[config.mk]
export PLATFORM = sky130hd
export DESIGN_NAME = gex_leak_scheduler
export DESIGN_NICKNAME = d
export VERILOG_FILES = /design/src/rtl/gex_leak_scheduler.sv
export SDC_FILE = /design/constraint.sdc
export NUM_CORES = 1
export LEC_CHECK = 0
export BUFFER_PORTS_ARGS = -buffer_cell sky130_fd_sc_hd__clkbuf_2
export CAP_MARGIN = 40
export CORE_AREA = 2 2 140 142
export DETAILED_ROUTE_END_ITERATION = 8
export DIE_AREA = 0 0 142 144
export MAX_ROUTING_LAYER = met4
export PLACE_DENSITY = 0.69
export RECOVER_POWER = 25
export SLEW_MARGIN = 0
export SYNTH_ARGS = -nofsm -noshare
export SYNTH_HDL_FRONTEND = slang
export SYNTH_SLANG_ARGS = --single-unit
[constraint.sdc]
create_clock -name Clock -period 7.9 [get_ports Clock]
set_input_delay 0.395 -clock Clock [delete_from_list [all_inputs] [get_ports Clock]]
set_output_delay 0.395 -clock Clock [all_outputs]
set_load 0.01 [all_outputs]
[src/rtl/gex_leak_scheduler.sv]
// gex_leak_scheduler
//
// Streams every neuron's excitatory conductance (gex) through one shared
// combinational leak unit once per timestep and writes the decayed value
// back to the same RAM address. One neuron per cycle when not stalled.
//
// Pipeline (one item per column):
//   RUN cycle   : GexRdEn/GexRdAddr issued (held off while Stall is high)
//   +1 cycle    : RAM data valid, captured into LeakGex / stage-1 address
//   +2 cycle    : LeakGex stable all cycle, LeakGexOut written back
//
// Handshake: there is no ready path. Start is a single-cycle request taken
// only in IDLE; Stall only suppresses new reads and never freezes items
// already in flight, so read and write addresses stay paired.
//
// Ports:
//   Clock, Reset                  clock, async active-high reset
//   Start, NumNeurons,
//   DeltaT_In, Taugex_In          pass request and operands (sampled on Start)
//   Stall                         holds off new RAM reads
//   GexRdEn/GexRdAddr/GexRdData   gex RAM read port (1-cycle latency)
//   LeakGex/LeakDeltaT/LeakTaugex operands to the leak unit
//   LeakGexOut                    combinational leak result
//   GexWrEn/GexWrAddr/GexWrData   gex RAM write port
//   Busy, Done, Error             status to the timestep controller
module gex_leak_scheduler #(
  parameter int INTEGER_WIDTH     = 32,
  parameter int DATA_WIDTH_FRAC   = 32,
  parameter int DATA_WIDTH        = INTEGER_WIDTH + DATA_WIDTH_FRAC,
  parameter int DELTAT_WIDTH      = 4,
  parameter int NEURON_ADDR_WIDTH = 8
) (
  input  logic                         Clock,
  input  logic                         Reset,
  input  logic                         Start,
  input  logic [NEURON_ADDR_WIDTH:0]   NumNeurons,
  input  logic [DELTAT_WIDTH-1:0]      DeltaT_In,
  input  logic [INTEGER_WIDTH-1:0]     Taugex_In,
  input  logic                         Stall,
  output logic                         GexRdEn,
  output logic [NEURON_ADDR_WIDTH-1:0] GexRdAddr,
  input  logic [DATA_WIDTH-1:0]        GexRdData,
  output logic [DATA_WIDTH-1:0]        LeakGex,
  output logic [DELTAT_WIDTH-1:0]      LeakDeltaT,
  output logic [INTEGER_WIDTH-1:0]     LeakTaugex,
  input  logic [DATA_WIDTH-1:0]        LeakGexOut,
  output logic                         GexWrEn,
  output logic [NEURON_ADDR_WIDTH-1:0] GexWrAddr,
  output logic [DATA_WIDTH-1:0]        GexWrData,
  output logic                         Busy,
  output logic                         Done,
  output logic                         Error
);

  localparam int AW = NEURON_ADDR_WIDTH;
  localparam int CW = NEURON_ADDR_WIDTH + 1;

  typedef enum logic [1:0] {
    S_IDLE   = 2'd0,
    S_RUN    = 2'd1,
    S_DRAIN  = 2'd2,
    S_FINISH = 2'd3
  } state_t;

  state_t state_q, state_d;

  logic [AW-1:0]            cnt_q, cnt_d;
  logic [CW-1:0]            num_q, num_d;
  logic [DELTAT_WIDTH-1:0]  dt_q, dt_d;
  logic [INTEGER_WIDTH-1:0] tau_q, tau_d;
  logic                     err_q, err_d;
  logic                     rd_v_q, rd_v_d;
  logic [AW-1:0]            rd_addr_q, rd_addr_d;
  logic                     s1_v_q, s1_v_d;
  logic [AW-1:0]            s1_addr_q, s1_addr_d;
  logic [DATA_WIDTH-1:0]    leak_gex_q, leak_gex_d;

  logic start_acc;
  logic abort_req;
  logic last_read;
  logic rd_en;
  logic done;
  logic busy;

  assign start_acc = (state_q == S_IDLE) && Start;
  assign abort_req = (Taugex_In == '0) || (NumNeurons == '0);
  // num_q >= 1 whenever RUN is entered, so the subtraction cannot wrap.
  assign last_read = ({1'b0, cnt_q} == (num_q - CW'(1)));

  // ---------------------------------------------------------------- FSM
  always_ff @(posedge Clock or posedge Reset) begin
    if (Reset) begin
      state_q <= S_IDLE;
    end else begin
      state_q <= state_d;
    end
  end

  always_comb begin
    state_d = state_q;
    case (state_q)
      S_IDLE: begin
        if (Start) begin
          state_d = abort_req ? S_FINISH : S_RUN;
        end
      end
      S_RUN: begin
        if (!Stall && last_read) begin
          state_d = S_DRAIN;
        end
      end
      S_DRAIN: begin
        // Leave when both stage valid bits will be clear next cycle: no new
        // reads are issued here, so stage 1 empties once the read stage does.
        // This lets FINISH follow the final write directly.
        if (!rd_v_q) begin
          state_d = S_FINISH;
        end
      end
      S_FINISH: begin
        state_d = S_IDLE;
      end
      default: begin
        state_d = S_IDLE;
      end
    endcase
  end

  always_comb begin
    rd_en = 1'b0;
    done  = 1'b0;
    busy  = 1'b0;
    case (state_q)
      S_IDLE:   ;
      S_RUN: begin
        rd_en = !Stall;
        busy  = 1'b1;
      end
      S_DRAIN: begin
        busy = 1'b1;
      end
      S_FINISH: begin
        done = 1'b1;
        busy = 1'b1;
      end
      default:  ;
    endcase
  end

  // ----------------------------------------------------------- datapath
  always_comb begin
    cnt_d      = cnt_q;
    num_d      = num_q;
    dt_d       = dt_q;
    tau_d      = tau_q;
    err_d      = err_q;
    rd_v_d     = rd_en;
    rd_addr_d  = rd_addr_q;
    s1_v_d     = rd_v_q;
    s1_addr_d  = s1_addr_q;
    leak_gex_d = leak_gex_q;

    if (start_acc) begin
      cnt_d = '0;
      num_d = NumNeurons;
      dt_d  = DeltaT_In;
      tau_d = Taugex_In;
      err_d = (Taugex_In == '0);
    end else if (rd_en) begin
      cnt_d = cnt_q + AW'(1);
    end

    if (rd_en) begin
      rd_addr_d = cnt_q;
    end

    // RAM data for the read issued last cycle is valid now.
    if (rd_v_q) begin
      leak_gex_d = GexRdData;
      s1_addr_d  = rd_addr_q;
    end
  end

  always_ff @(posedge Clock or posedge Reset) begin
    if (Reset) begin
      cnt_q      <= '0;
      num_q      <= '0;
      dt_q       <= '0;
      tau_q      <= '0;
      err_q      <= 1'b0;
      rd_v_q     <= 1'b0;
      rd_addr_q  <= '0;
      s1_v_q     <= 1'b0;
      s1_addr_q  <= '0;
      leak_gex_q <= '0;
    end else begin
      cnt_q      <= cnt_d;
      num_q      <= num_d;
      dt_q       <= dt_d;
      tau_q      <= tau_d;
      err_q      <= err_d;
      rd_v_q     <= rd_v_d;
      rd_addr_q  <= rd_addr_d;
      s1_v_q     <= s1_v_d;
      s1_addr_q  <= s1_addr_d;
      leak_gex_q <= leak_gex_d;
    end
  end

  // ------------------------------------------------------------ outputs
  // Address and data buses are forced to zero when their enable is low so
  // every output reads 0 while Reset is held.
  assign GexRdEn    = rd_en;
  assign GexRdAddr  = rd_en ? cnt_q : '0;
  assign LeakGex    = leak_gex_q;
  assign LeakDeltaT = dt_q;
  assign LeakTaugex = tau_q;
  assign GexWrEn    = s1_v_q;
  assign GexWrAddr  = s1_v_q ? s1_addr_q : '0;
  assign GexWrData  = s1_v_q ? LeakGexOut : '0;
  assign Busy       = busy;
  assign Done       = done;
  assign Error      = done && err_q;

endmodule

==> summary.txt <==
Timing
  • Final period utilization: 50.04%
  • Final min period: 3.953 ns
  • Worst Skew: 0.01058 ns
  • Setup TNS: 0 ns
  • Slew @ Worst Pin: ~3.4 ns
  • Setup violators final: 0
  • Hold Vio Cnt, Final: 0
  • Final Max Tran Viols: between 100 and 150
  • Unrepaired setup endpoints after global routing: no
  • Relative slew slack: -127.3%
  • Fmax achieved: between 200 and 300 MHz

Setup path
  • Worst Path Arrival: roughly 4.2 ns
  • Most used cell, CP: clkbuf_1
  • Required time worst endpoint: around 8.2 ns
  • Worst-path maximum fanout: between 60 and 70
  • Worst r2r src: rd_v_q
  • CP Capture Type: flip-flop
  • Worst R2R End: LeakGex[59]
  • Slowest stage cell, crit path: clkbuf_1
  • CP bufs+invs: 2
  • Worst reg-to-reg setup slack: a little under 4 ns
  • Crit path cell chain: clkbuf_1 -> clkbuf_1 -> mux2_2
  • Reg2reg path depth: 3
  • Worst setup SP type: flip-flop
  • Crit-path max cell delay: roughly 2.4 ns
  • Cell family with most CP delay: buffers and inverters
  • Kind of critical path: flip-flop to flip-flop

Floorplanning
  • Total die area: around 20000 um^2
  • Starting Density: ~33%
  • Core footprint: 19080 um^2
  • Top-Level Pins: 362
  • Die W: about 140 um
  • FP Rows: between 50 and 60
  • Die Height: approximately 140 um

Yosys
  • Ys flop type: dfrtp_1
  • Synth unique cells: 40
  • Post-synth EDFFs: 0
  • Mapped Nets: between 700 and 800
  • Share of the synthesized area in the top cell type: a little under three fifths
  • Yosys top cell by area: dfrtp_1
  • FF+latch count, synth: around 140
  • Syn avg cell area: between 10 and 15 um^2
  • Async SR Flop Fraction: 100.0%
  • Ys Warns: 0
  • Top cells by area, synth: dfrtp_1, mux2_2, and2_1, nand2_1, clkbuf_1
  • Register area share after synthesis: 55.23%
  • Mapped Area: 6252 um^2
  • Cells after Synth: between 500 and 600

Clock tree
  • CTS resizes: 0
  • CTS Buf Count: 17
  • CTS Hold Bufs: 0
  • CTS tree: done
  • Clk_lat worst skew: ~0.42 ns
  • Root Buffer: clkbuf_16
  • H-tree levels: 4
  • Max Root-Sink Buffers: 2
  • Clock transition at path regs: around 0.060 ns
  • Setup bufs post-CTS: 0
  • CTS Sinks: between 100 and 150

Power
  • Switching share of power: 36.53%
  • Seq pwr share: between 30% and 40%
  • Internal power: ~0.0021 W
  • Clock power frac: a little under a quarter
  • Logic pwr share: between 30% and 40%
  • Switching Power: 0.001211 W
  • VDD IR max: between 0.00015 and 0.0002 V
  • Pwr Density: roughly 370 nW/um^2
  • Static Leak: about 4.7 nW

Place
  • Gpl congestion: between 0.8 and 0.9
  • PortBufs: ~360
  • Dpl hpwl: around 16 mm

Flow run
  • Max Cap Violations: 2

GRT
  • Largest net degree at the start of global routing: 65
  • Vias in the first global route: roughly 5400
  • Initial antenna violation count: 4
  • First-pass GRT wire length: between 20 and 30 mm
  • Total congestion overflow: 0
  • Global Route Usage Sum: about a fifth

Final layout
  • Area occupied by registers: around 3500 um^2
  • Nets: approximately 1100
  • Multi-input gate area: approximately 2600 um^2
  • Layout cells sized above 1: between 50 and 60%
  • Fill count: 1832
  • Post-layout util: between 40% and 50%
  • P&R area growth vs syn: 42.51%

Detailed routing
  • Vias: roughly 5500
  • ANT nets after route: 0
  • Drt first-iter violations: roughly 250
  • DR WL/cell: between 15 and 20 um
  • Vias per inst: approximately 4.6
  • First drt pass iteration count: 6
  • Post-route DRC: 0
  • DRT Wirelength: ~20 mm

Worst hold path
  • Hold EP: LeakDeltaT[0]
  • Hold Path Origin: DeltaT_In[0]
  • Worst Hold Path Cells: 3
  • HP Class: input port to flip-flop

Status
  • Failing checks: capacitance limit, slew limit
  • Status: finished with violations
## layout by cell type, fill, tap and decap left out, types with 3 or more instances in the layout
master / count
nand3_1: 6
inv_1: 7
diode_2: 4
nor2_1: 16
and2_1: 82
nor3_1: 3
o21ai_0: 8
xnor2_1: 7
nand2b_1: 3
mux2_2: 80
nand3b_1: 3
buf_4: 3
nor4_1: 10
nand2_1: 136
dfrtp_1: 137
inv_6: 6
clkinvlp_4: 4
nand4_1: 3
ha_1: 7
clkbuf_1: 4
clkbuf_2: 360
clkbuf_16: 17
xor2_1: 8
## layout make-up
cell class | instances | area share (%)
Clock buffer | 19 | 5.084
Inverter | 8 | 0.3511
Timing Repair Buffer | 369 | 21.18
Multi-Input combinational cell | 400 | 29.70
Clock inverter | 13 | 1.460
Antenna cell | 4 | 0.1123
Tap cell | 238 | 3.342
Sequential cell | 138 | 38.77
## cells by family after synthesis
family | synth area share (%)
fa+ha+maj | 1.401
xor+xnor | 2.101
compound gates | 2.241
flops | 55.23
mux | 14.73
simple gates | 21.83
buf+inv | 2.462
## flip-flops by register name, indices dropped and copies added (netlist names)
| name | flops |
|---|---|
| rd_v_q | 1 |
| LeakGex | 64 |
| s1_addr_q | 8 |
| num_q | 9 |
| LeakDeltaT | 4 |
| GexWrEn | 1 |
| rd_addr_q | 8 |
| LeakTaugex | 32 |
| state_q | 2 |
| cnt_q | 8 |
| err_q | 1 |
## Yosys cell counts (6+ instances only)
cell      instances
mux2_2           80
dfrtp_1         138
xor2_1            8
inv_1             8
o21ai_0           8
ha_1              7
nand2_1         136
clkbuf_1         28
nor2_1           16
nor4_1           10
nand3_1           6
xnor2_1           7
and2_1           83
## worst register-to-register path: cells and delay by family (launching register included)
| kind | cells | cell delay [ns] |
|---|---|---|
| buffers and inverters | 2 | 2.91 |
| flip-flops | 1 | 0.36 |
| multiplexers | 1 | 0.57 |
## routing by layer
metal,part of all wire (%),wire length (um),GRT usage [%],up-vias
met3,7.2,1453,6.656,38
li1,-,-,-,2620
met1,39,7801,21.63,2602
met2,49,9925,32.44,242
met5,0,0,-,-
met4,4.5,894,10.79,0
## worst max-delay path by stage
| stage | slack [ns] | endpoint | from | depth (start not counted) |
|---|---|---|---|---|
| after CTS | 5.50 | state_q[0] | num_q[0] | 7 |
| after floorplan | 3.81 | GexWrEn | Reset | 1 |
| after global routing | 3.64 | LeakGex[50] | rd_v_q | 3 |
| after detailed placement | 5.51 | state_q[0] | num_q[0] | 7 |
| final | 3.95 | LeakGex[59] | rd_v_q | 3 |
| after global placement | 5.55 | state_q[0] | num_q[0] | 7 |
## metrics by stage
step                hold WS [ns]  std cells  power [W]  worst slack, ns  instance area, um^2
floorplan                 0.3519        577   0.001988            3.809                 6252
global placement          0.4588       1150   0.002504            5.554                 8278
detailed placement        0.4628       1153   0.002553            5.512                 8353
CTS                      0.03925       1185   0.003351            5.503                 8936
global route              0.1597       1189   0.003554            3.635                 8910
finish                    0.1761       1189   0.003315            3.947                 8910
## power by group through the flow
stage               Sequential (W)  Clock (W)  Combinational [W]
floorplan                  0.00132          0           0.000668
global placement           0.00122          0            0.00129
detailed placement         0.00123          0            0.00133
CTS                        0.00122   0.000801            0.00133
global route               0.00127   0.000840            0.00144
finish                     0.00122   0.000781            0.00131
(Power assumes the default switching activity.)
